$ cat src/rtl/vc_flow_tx_if.sv
`default_nettype none
// ============================================================================
//  Module      : vc_flow_tx_if
//  Description : Bus bundle between a two-VC transmitter and its user/switch:
//                enqueue strobes, per-VC pause/continue, output word, status.
//  Revision    : 1.0  initial release
// ============================================================================
interface vc_flow_tx_if #(
  parameter int BUS_SIZE = 5
) ();

  logic [BUS_SIZE-1:0] wr_data_vc0;
  logic                wr_en_vc0;
  logic [BUS_SIZE-1:0] wr_data_vc1;
  logic                wr_en_vc1;
  logic                pause_vc0;
  logic                continue_vc0;
  logic                pause_vc1;
  logic                continue_vc1;
  logic                full_vc0;
  logic                full_vc1;
  logic [BUS_SIZE:0]   data_out;
  logic                valid_out;
  logic                idle;
  logic                err;

  // Transmitter side
  modport slave (
    input  wr_data_vc0, wr_en_vc0, wr_data_vc1, wr_en_vc1,
    input  pause_vc0, continue_vc0, pause_vc1, continue_vc1,
    output full_vc0, full_vc1, data_out, valid_out, idle, err
  );

  // Producer / switch side
  modport master (
    output wr_data_vc0, wr_en_vc0, wr_data_vc1, wr_en_vc1,
    output pause_vc0, continue_vc0, pause_vc1, continue_vc1,
    input  full_vc0, full_vc1, data_out, valid_out, idle, err
  );

endinterface
`default_nettype wire

$ cat src/rtl/vc_flow_tx.sv
`default_nettype none
// ============================================================================
//  Module      : vc_flow_tx
//  Description : Per-port transmitter with two virtual-channel FIFOs, per-VC
//                pause/continue gating and round-robin arbitration. Emits one
//                registered {vc, payload} word per granted cycle.
//  Revision    : 1.0  initial release
// ============================================================================
module vc_flow_tx #(
  parameter int BUS_SIZE   = 5,
  parameter int ADDR_WIDTH = 2,
  parameter int MEM_LENGTH = 1 << ADDR_WIDTH
) (
  input  logic         clk,
  input  logic         reset,
  vc_flow_tx_if.slave  bus
);

  localparam int NVC = 2;
  localparam logic [ADDR_WIDTH:0] C_FULL_CNT = (ADDR_WIDTH + 1)'(MEM_LENGTH);

  typedef enum logic [0:0] {
    GATE_RUN    = 1'b0,
    GATE_PAUSED = 1'b1
  } gate_e;

  // --------------------------------------------------------------------------
  // Per-VC views of the interface inputs
  // --------------------------------------------------------------------------
  logic [BUS_SIZE-1:0] w_wr_data [NVC];
  logic [NVC-1:0]      w_wr_en;
  logic [NVC-1:0]      w_pause;
  logic [NVC-1:0]      w_cont;

  assign w_wr_data[0] = bus.wr_data_vc0;
  assign w_wr_data[1] = bus.wr_data_vc1;
  assign w_wr_en      = {bus.wr_en_vc1,    bus.wr_en_vc0};
  assign w_pause      = {bus.pause_vc1,    bus.pause_vc0};
  assign w_cont       = {bus.continue_vc1, bus.continue_vc0};

  // --------------------------------------------------------------------------
  // State
  // --------------------------------------------------------------------------
  logic [BUS_SIZE-1:0]   mem_q     [NVC][MEM_LENGTH];
  logic [ADDR_WIDTH-1:0] wr_ptr_q  [NVC];
  logic [ADDR_WIDTH-1:0] wr_ptr_d  [NVC];
  logic [ADDR_WIDTH-1:0] rd_ptr_q  [NVC];
  logic [ADDR_WIDTH-1:0] rd_ptr_d  [NVC];
  logic [ADDR_WIDTH:0]   cnt_q     [NVC];
  logic [ADDR_WIDTH:0]   cnt_d     [NVC];
  gate_e                 gate_q    [NVC];
  gate_e                 gate_d    [NVC];
  logic                  last_grant_q;
  logic                  last_grant_d;
  logic [BUS_SIZE:0]     data_out_q;
  logic [BUS_SIZE:0]     data_out_d;
  logic                  valid_out_q;
  logic                  valid_out_d;
  logic                  err_q;
  logic                  err_d;

  // --------------------------------------------------------------------------
  // Combinational status, eligibility and arbitration
  // --------------------------------------------------------------------------
  logic [NVC-1:0] w_full;
  logic [NVC-1:0] w_empty;
  logic [NVC-1:0] w_push;
  logic [NVC-1:0] w_elig;
  logic [NVC-1:0] w_pop;
  logic           w_grant_valid;
  logic           w_grant_vc;

  // Per-VC full/empty, accepted pushes and pop eligibility
  always_comb begin
    for (int v = 0; v < NVC; v++) begin
      w_full[v]  = (cnt_q[v] == C_FULL_CNT);
      w_empty[v] = (cnt_q[v] == '0);
      // A write while full is dropped even if the same VC pops this edge.
      w_push[v]  = w_wr_en[v] & ~w_full[v];
      // A pause sampled on this edge already blocks the pop.
      w_elig[v]  = ~w_empty[v] & (gate_q[v] == GATE_RUN) & ~w_pause[v];
    end
  end

  // Round-robin grant: on contention the VC not granted last time wins
  always_comb begin
    w_grant_valid = 1'b0;
    w_grant_vc    = 1'b0;
    w_pop         = '0;
    unique case (w_elig)
      2'b01: begin
        w_grant_valid = 1'b1;
        w_grant_vc    = 1'b0;
      end
      2'b10: begin
        w_grant_valid = 1'b1;
        w_grant_vc    = 1'b1;
      end
      2'b11: begin
        w_grant_valid = 1'b1;
        w_grant_vc    = ~last_grant_q;
      end
      default: begin
        w_grant_valid = 1'b0;
        w_grant_vc    = 1'b0;
      end
    endcase
    if (w_grant_valid) begin
      w_pop[w_grant_vc] = 1'b1;
    end
  end

  // Next-state for FIFO pointers/counts and the pause/run gate of each VC
  always_comb begin
    for (int v = 0; v < NVC; v++) begin
      wr_ptr_d[v] = wr_ptr_q[v] + ADDR_WIDTH'(w_push[v]);
      rd_ptr_d[v] = rd_ptr_q[v] + ADDR_WIDTH'(w_pop[v]);
      cnt_d[v]    = cnt_q[v];
      if (w_push[v] && !w_pop[v]) begin
        cnt_d[v] = cnt_q[v] + 1'b1;
      end else if (!w_push[v] && w_pop[v]) begin
        cnt_d[v] = cnt_q[v] - 1'b1;
      end
      // Pause wins over a simultaneous continue.
      gate_d[v] = gate_q[v];
      if (w_pause[v]) begin
        gate_d[v] = GATE_PAUSED;
      end else if (w_cont[v]) begin
        gate_d[v] = GATE_RUN;
      end
    end
  end

  // Next-state for the output word, grant history and sticky overflow flag
  always_comb begin
    valid_out_d  = w_grant_valid;
    data_out_d   = data_out_q;
    last_grant_d = last_grant_q;
    if (w_grant_valid) begin
      data_out_d   = {w_grant_vc, mem_q[w_grant_vc][rd_ptr_q[w_grant_vc]]};
      last_grant_d = w_grant_vc;
    end
    err_d = err_q | (|(w_wr_en & w_full));
  end

  // --------------------------------------------------------------------------
  // Registers
  // --------------------------------------------------------------------------

  // Control state; reset discards all queued data and re-arms VC0 first
  always_ff @(posedge clk) begin
    if (reset) begin
      for (int v = 0; v < NVC; v++) begin
        wr_ptr_q[v] <= '0;
        rd_ptr_q[v] <= '0;
        cnt_q[v]    <= '0;
        gate_q[v]   <= GATE_RUN;
      end
      last_grant_q <= 1'b1;
      data_out_q   <= '0;
      valid_out_q  <= 1'b0;
      err_q        <= 1'b0;
    end else begin
      for (int v = 0; v < NVC; v++) begin
        wr_ptr_q[v] <= wr_ptr_d[v];
        rd_ptr_q[v] <= rd_ptr_d[v];
        cnt_q[v]    <= cnt_d[v];
        gate_q[v]   <= gate_d[v];
      end
      last_grant_q <= last_grant_d;
      data_out_q   <= data_out_d;
      valid_out_q  <= valid_out_d;
      err_q        <= err_d;
    end
  end

  // FIFO storage; contents need no reset since counts gate every read
  always_ff @(posedge clk) begin
    for (int v = 0; v < NVC; v++) begin
      if (!reset && w_push[v]) begin
        mem_q[v][wr_ptr_q[v]] <= w_wr_data[v];
      end
    end
  end

  // --------------------------------------------------------------------------
  // Outputs
  // --------------------------------------------------------------------------
  assign bus.full_vc0  = w_full[0];
  assign bus.full_vc1  = w_full[1];
  assign bus.data_out  = data_out_q;
  assign bus.valid_out = valid_out_q;
  assign bus.idle      = w_empty[0] & w_empty[1] & ~valid_out_q;
  assign bus.err       = err_q;

endmodule
`default_nettype wire

$ cat src/flat_wrapper.sv
// flat-port wrapper written by rule: the top's interface ports become plain ports
module vc_flow_tx_flat 
#(
  parameter int BUS_SIZE   = 5,
  parameter int ADDR_WIDTH = 2,
  parameter int MEM_LENGTH = 1 << ADDR_WIDTH
)
  (clk, reset, bus_wr_data_vc0, bus_wr_en_vc0, bus_wr_data_vc1, bus_wr_en_vc1, bus_pause_vc0, bus_continue_vc0, bus_pause_vc1, bus_continue_vc1, bus_full_vc0, bus_full_vc1, bus_data_out, bus_valid_out, bus_idle, bus_err);
  vc_flow_tx_if #(.BUS_SIZE(BUS_SIZE)) bus_i ();
  input  logic clk;
  input  logic reset;
  input wire logic [$bits(bus_i.wr_data_vc0)-1:0] bus_wr_data_vc0;
  input wire logic [$bits(bus_i.wr_en_vc0)-1:0] bus_wr_en_vc0;
  input wire logic [$bits(bus_i.wr_data_vc1)-1:0] bus_wr_data_vc1;
  input wire logic [$bits(bus_i.wr_en_vc1)-1:0] bus_wr_en_vc1;
  input wire logic [$bits(bus_i.pause_vc0)-1:0] bus_pause_vc0;
  input wire logic [$bits(bus_i.continue_vc0)-1:0] bus_continue_vc0;
  input wire logic [$bits(bus_i.pause_vc1)-1:0] bus_pause_vc1;
  input wire logic [$bits(bus_i.continue_vc1)-1:0] bus_continue_vc1;
  output wire logic [$bits(bus_i.full_vc0)-1:0] bus_full_vc0;
  output wire logic [$bits(bus_i.full_vc1)-1:0] bus_full_vc1;
  output wire logic [$bits(bus_i.data_out)-1:0] bus_data_out;
  output wire logic [$bits(bus_i.valid_out)-1:0] bus_valid_out;
  output wire logic [$bits(bus_i.idle)-1:0] bus_idle;
  output wire logic [$bits(bus_i.err)-1:0] bus_err;
  assign bus_i.wr_data_vc0 = bus_wr_data_vc0;
  assign bus_i.wr_en_vc0 = bus_wr_en_vc0;
  assign bus_i.wr_data_vc1 = bus_wr_data_vc1;
  assign bus_i.wr_en_vc1 = bus_wr_en_vc1;
  assign bus_i.pause_vc0 = bus_pause_vc0;
  assign bus_i.continue_vc0 = bus_continue_vc0;
  assign bus_i.pause_vc1 = bus_pause_vc1;
  assign bus_i.continue_vc1 = bus_continue_vc1;
  assign bus_full_vc0 = bus_i.full_vc0;
  assign bus_full_vc1 = bus_i.full_vc1;
  assign bus_data_out = bus_i.data_out;
  assign bus_valid_out = bus_i.valid_out;
  assign bus_idle = bus_i.idle;
  assign bus_err = bus_i.err;
  vc_flow_tx #(.BUS_SIZE(BUS_SIZE), .ADDR_WIDTH(ADDR_WIDTH), .MEM_LENGTH(MEM_LENGTH)) u_core (.clk(clk), .reset(reset), .bus(bus_i));
endmodule
$ cat config.mk
export PLATFORM = sky130hd
export DESIGN_NAME = vc_flow_tx_flat
export DESIGN_NICKNAME = d
export VERILOG_FILES = /design/src/rtl/vc_flow_tx_if.sv /design/src/rtl/vc_flow_tx.sv /design/src/flat_wrapper.sv
export SDC_FILE = /design/constraint.sdc
export NUM_CORES = 1
export LEC_CHECK = 0
export CORE_MARGIN = 1
export CORE_UTILIZATION = 35
export CTS_CLUSTER_DIAMETER = 120
export CTS_CLUSTER_SIZE = 24
export DETAILED_ROUTE_END_ITERATION = 8
export GPL_ROUTABILITY_DRIVEN = 0
export MAX_ROUTING_LAYER = met4
export PLACE_DENSITY_LB_ADDON = 0.15
export SLEW_MARGIN = 20
export SYNTH_ARGS = -nofsm -noshare
export SYNTH_HDL_FRONTEND = slang
export SYNTH_SLANG_ARGS = --single-unit
$ cat constraint.sdc
create_clock -name clk -period 2.74 [get_ports clk]
set_input_delay 0.274 -clock clk [delete_from_list [all_inputs] [get_ports clk]]
set_output_delay 0.274 -clock clk [all_outputs]
set_load 0.02 [all_outputs]
; After elaboration in Yosys (flattened, before gate mapping)
; Memories as Yosys holds them, arrays and structs flattened.
; Index checks and enable logic that the tools add are counted.
[totals]
regBits = 9
mem_bits_rw = 56
inputBits = 18
out_inout_bits = 11
elab_cells = 113
memories = 5
[op_classes]
n_addsub = 8
magnitude_cmp = 7
eq_ne = 5
muxes = 35
bitwise_logic = 31
n_reduce_logical = 18
[memory_table]
columns = name, words, width, rd, rd_clocked_by_memory_dff, write_ports, line_no
row1 = u_core.mem_q, 2, 20, 1, 0, 2, vc_flow_tx.sv:44  ; logic [BUS_SIZE-1:0] mem_q [NVC][MEM_LENGTH];
row2 = u_core.cnt_q, 2, 3, 2, 0, 2, vc_flow_tx.sv:49  ; logic [ADDR_WIDTH:0] cnt_q [NVC];
row3 = u_core.rd_ptr_q, 2, 2, 3, 0, 2, vc_flow_tx.sv:47  ; logic [ADDR_WIDTH-1:0] rd_ptr_q [NVC];
row4 = u_core.wr_ptr_q, 2, 2, 2, 0, 2, vc_flow_tx.sv:45  ; logic [ADDR_WIDTH-1:0] wr_ptr_q [NVC];
row5 = u_core.gate_q, 2, 1, 2, 0, 2, vc_flow_tx.sv:51  ; gate_e gate_q [NVC];
[ops]
columns = operator, count
row1 = 20-bit two-way mux, 2
row2 = 5-bit demux with 2-bit select, 2
row3 = 5-bit two-way mux, 4
row4 = 3-bit two-way mux, 6
row5 = 1-bit two-way mux, 13
row6 = 5-bit binary-select mux with 2-bit select, 1
row7 = 2-bit two-way mux, 5
row8 = 1-bit NOT, 10
row9 = 3-bit >= comparator (second input constant), 3
row10 = 1-bit logical AND, 9
row11 = 2-bit NOT with 3-bit output, 3
row12 = 1-bit bitwise OR, 9
row13 = 2-bit by 1-bit adder with 2-bit output, 4
row14 = 1-bit AND, 8
row15 = 3-bit by 1-bit adder with 3-bit output (second input constant), 2
row16 = 3-bit equality test (second input constant), 2
row17 = 3-bit logical NOT, 2
row18 = 3-bit by 1-bit < comparator with 1-bit output (second input constant), 2
row19 = 3-bit by 1-bit subtractor with 3-bit output (second input constant), 2
row20 = 1-bit logical NOT, 5
row21 = 2-bit equality test (second input constant), 2
row22 = 3-bit OR reduction, 1
row23 = 2-bit AND, 1
row24 = 2-bit by 1-bit equality test with 1-bit output (second input constant), 1
row25 = 5 further kinds, 5

; Depth between registers and ports, before layout
[logic_depth]
word_depth = 15
ltp_mapped = 10
ltp_nobuf = 9

; Worst setup path after synthesis
; OpenSTA, ideal clock, no wires.
[synth_timing]
path_kind = reg-to-reg
start = memory u_core.cnt_q[0][5] (netlist name)
end = memory u_core.cnt_q[0][5] (netlist name)
setup_time_ns = 0.070
t_arrival_ns = 2.435
required_ns = 2.670
setup_slack_ns = 0.235
path_stages_with_launch = 8
n_path_buf = 0
period_less_slack_ns = 2.505
cell_sequence = dfxtp_1 nor3b_1 nor2b_1 ha_1 fa_1 xnor2_1 or3_1 a21oi_1
[synth_rtl]
columns = element, line_no
row1 = from (decl), vc_flow_tx.sv:49

==> flow_summary.toml <==
[outcome]
outcome = "completed"

[logic_synthesis]
ys_seq_area_frac = 0.647
synth_top_area_share = 0.456
ys_ff_latch = 65
yosys_warnings = 0
synth_edf_count = 40
avgSynthCellArea_um2 = 14.3
synthCells = 184
yosys-top-cells-area = "edfxtp_1 46%, dfxtp_1 19%, mux4_2 8.6%"
synth_area_mm2 = 0.00263
synth_cell_types = 30
synth_most_common_cell = "edfxtp_1"
yosys-top-cells-count = "40 x edfxtp_1, 25 x dfxtp_1, 21 x nor2_1"
synthFlopType = "edfxtp_1"
async_flop_share = 0
synth_area_leader_cell = "edfxtp_1"
synth_nets = 210

[timing]
hold_viol_final = 0
max_clock_freq_mhz = 403
slew_viol_final = 0
setup_violations = 0
fin_crit_sh = 0.905
finalCriticalPeriod_ns = 2.48
whs_ns = 0.487
tightest_slew_ns = 0.485
skew_ns = 0.00921
rsz0062_at_grt = "false"
timing.setup.tns_ns = 0
relSlewSlack = 0.676

[route]
antenna_left = 0
drt-met1-wl_um = 2190
route.met3.wl_um = 141
wl_per_cell_um = 13.9
wl_um = 4510
topRoutingLayerUsed = "met4"
drt-initial-drc-count = 56
route.met2.wl_um = 2050
vias = 1509
first_pass_iters = 4
post-route-drc-count = 0
vias_per_cell = 4.66

[floorplan]
io-pin-count = 29
core_area_mm2 = 0.00725
fp-row-count = 31
initial_core_util = 0.363
die-area_mm2 = 0.00787
fp.dieH_um = 88.7
die_w_um = 88.7

[worst_setup_path]
worstPathMaxFanout = 5
cp_data_arrival_time_ns = 2.75
crit_required_ns = 3.01
cp-start-kind = "flop"
crit_path_end_kind = "flop"
critPathKind = "reg2reg"

[global_route]
grt_max_degree = 24
grt_pass1_vias = 1503
grt_usage = 0.139
grt-ovfl-total = 0
antenna_found_initial = 0
grt_pass1_wl_um = 7420

[pwr]
power_switching_uw = 928
sw_frac_of_total = 0.297
p_leak_uw = 0.00118
powerDensity_mw_per_mm2 = 961
peakVddDrop_v = 0.000333
internal_power_uw = 2190
pwr-share-clk = 0.268
seq_power_share = 0.424
p_comb_frac = 0.308
power_uw = 3120

[cells_and_area]
drive_gt1_frac = 0.142
fin_util = 0.448
nets = 247
stdcell_count = 324
num_antenna_cells = 0
fill_cells = 689
syn_to_final_growth_pct = 23.4

[min_path]
hold_path_class = "reg2reg"

[clock_network]
cts_num_sinks = 65
htreeDepth = 3
clk_latency_ns = 0.33
holdBufCountCts = 0
path_clk_slew_ns = 0.06
post-cts-setup-buffers = 0
ctsLongestPathBuffers = 2
cts_tree = "built"
numCtsBuffers = 9
cts-root-buf = "clkbuf_8"
post_cts_resized = 0

[placed_design]
portBuffers = 28
dp_cells = 309
post-dp-hpwl_um = 3210

[job]
drv_cap = 0
-- worst max-delay path, stage by stage (launching register included) --
cell	delay, ns
dfxtp_1	0.34
or3_1	0.41
a2111o_1	0.42
ha_1	0.24
fa_1	0.44
xnor2_1	0.14
or3_1	0.30
a21oi_1	0.13
-- layout make-up --
| type | count | area [µm²] | share of cell area |
|---|---|---|---|
| multi-input combinational | 101 | 855 | 0.263 |
| inverter | 9 | 33.8 | 0.0104 |
| timing repair buffer | 35 | 333 | 0.102 |
| clock inverter | 4 | 70.1 | 0.0216 |
| clock buffer | 11 | 131 | 0.0404 |
| tap | 99 | 124 | 0.0381 |
| sequential | 65 | 1700 | 0.524 |
-- per-layer routing --
layer,vias up,track usage
li1,744,-
met1,728,0.170
met2,26,0.206
met5,-,-
met4,0,0.0880
met3,11,0.0336
-- final timing paths --
path                                                      start                               to  slack, ns  depth (start not counted)
worst min-delay path                  u_core.bus.err$_SDFF_PP0_        u_core.bus.err$_SDFF_PP0_       0.49                          2
worst max-delay path            u_core.cnt_q[0][2]$_SDFFE_PP0P_  u_core.cnt_q[0][5]$_SDFFE_PP0P_       0.26                          7
worst max register to register  u_core.cnt_q[0][2]$_SDFFE_PP0P_  u_core.cnt_q[0][5]$_SDFFE_PP0P_       0.26                          7
worst min register to register        u_core.bus.err$_SDFF_PP0_        u_core.bus.err$_SDFF_PP0_       0.49                          2
-- through the flow --
stage               cell area (µm²)  worst slack, ns
floorplan                      2630            0.235
CTS                            3250            0.251
global placement               3050           0.0847
finish                         3250            0.261
detailed placement             3050           0.0605
global route                   3250           0.0932
-- kinds of logic after synthesis --
| group | count (synthesis) | synth area share |
|---|---|---|
| adder cells (fa/ha/maj) | 8 | 0.0437 |
| XOR/XNOR | 8 | 0.0266 |
| AND/OR/NAND/NOR | 50 | 0.0999 |
| buffers and inverters | 18 | 0.0285 |
| multiplexers | 15 | 0.105 |
| AO/OA/AOI/OAI | 20 | 0.0499 |
| flip-flops | 65 | 0.647 |
-- cell usage in the layout (no fill, tap or decap), types with 3 or more instances in the layout --
cell              n
buf_4             7
dfxtp_1          25
edfxtp_1         40
nor2_1           21
nor2b_1           7
xnor2_1           6
ha_1              6
clkbuf_8          9
inv_1             9
nand2_1           4
or3_1             3
o21ai_0           3
nor3b_1           7
a21oi_1           7
a211oi_1          5
mux2i_1           5
clkdlybuf4s50_1  28
mux4_2           10
-- power groups by stage --
stage	sequential, µW	clock, µW	combinational (µW)
after floorplan	1330	0	662
after global placement	1350	0	965
after detailed placement	1350	0	968
after CTS	1330	866	976
after global routing	1350	904	1080
final	1320	838	961
-- state kept, by name, indices dropped and copies added (netlist names) --
signal                cells
u_core.last_grant_q       1
u_core.cnt_q              6
u_core.bus.valid_out      1
u_core.bus.data_out       6
u_core.gate_q             2
u_core.rd_ptr_q           4
u_core.bus.err            1
u_core.wr_ptr_q           4
u_core.mem_q             40
No activity file was read; power rests on OpenSTA's default activity.
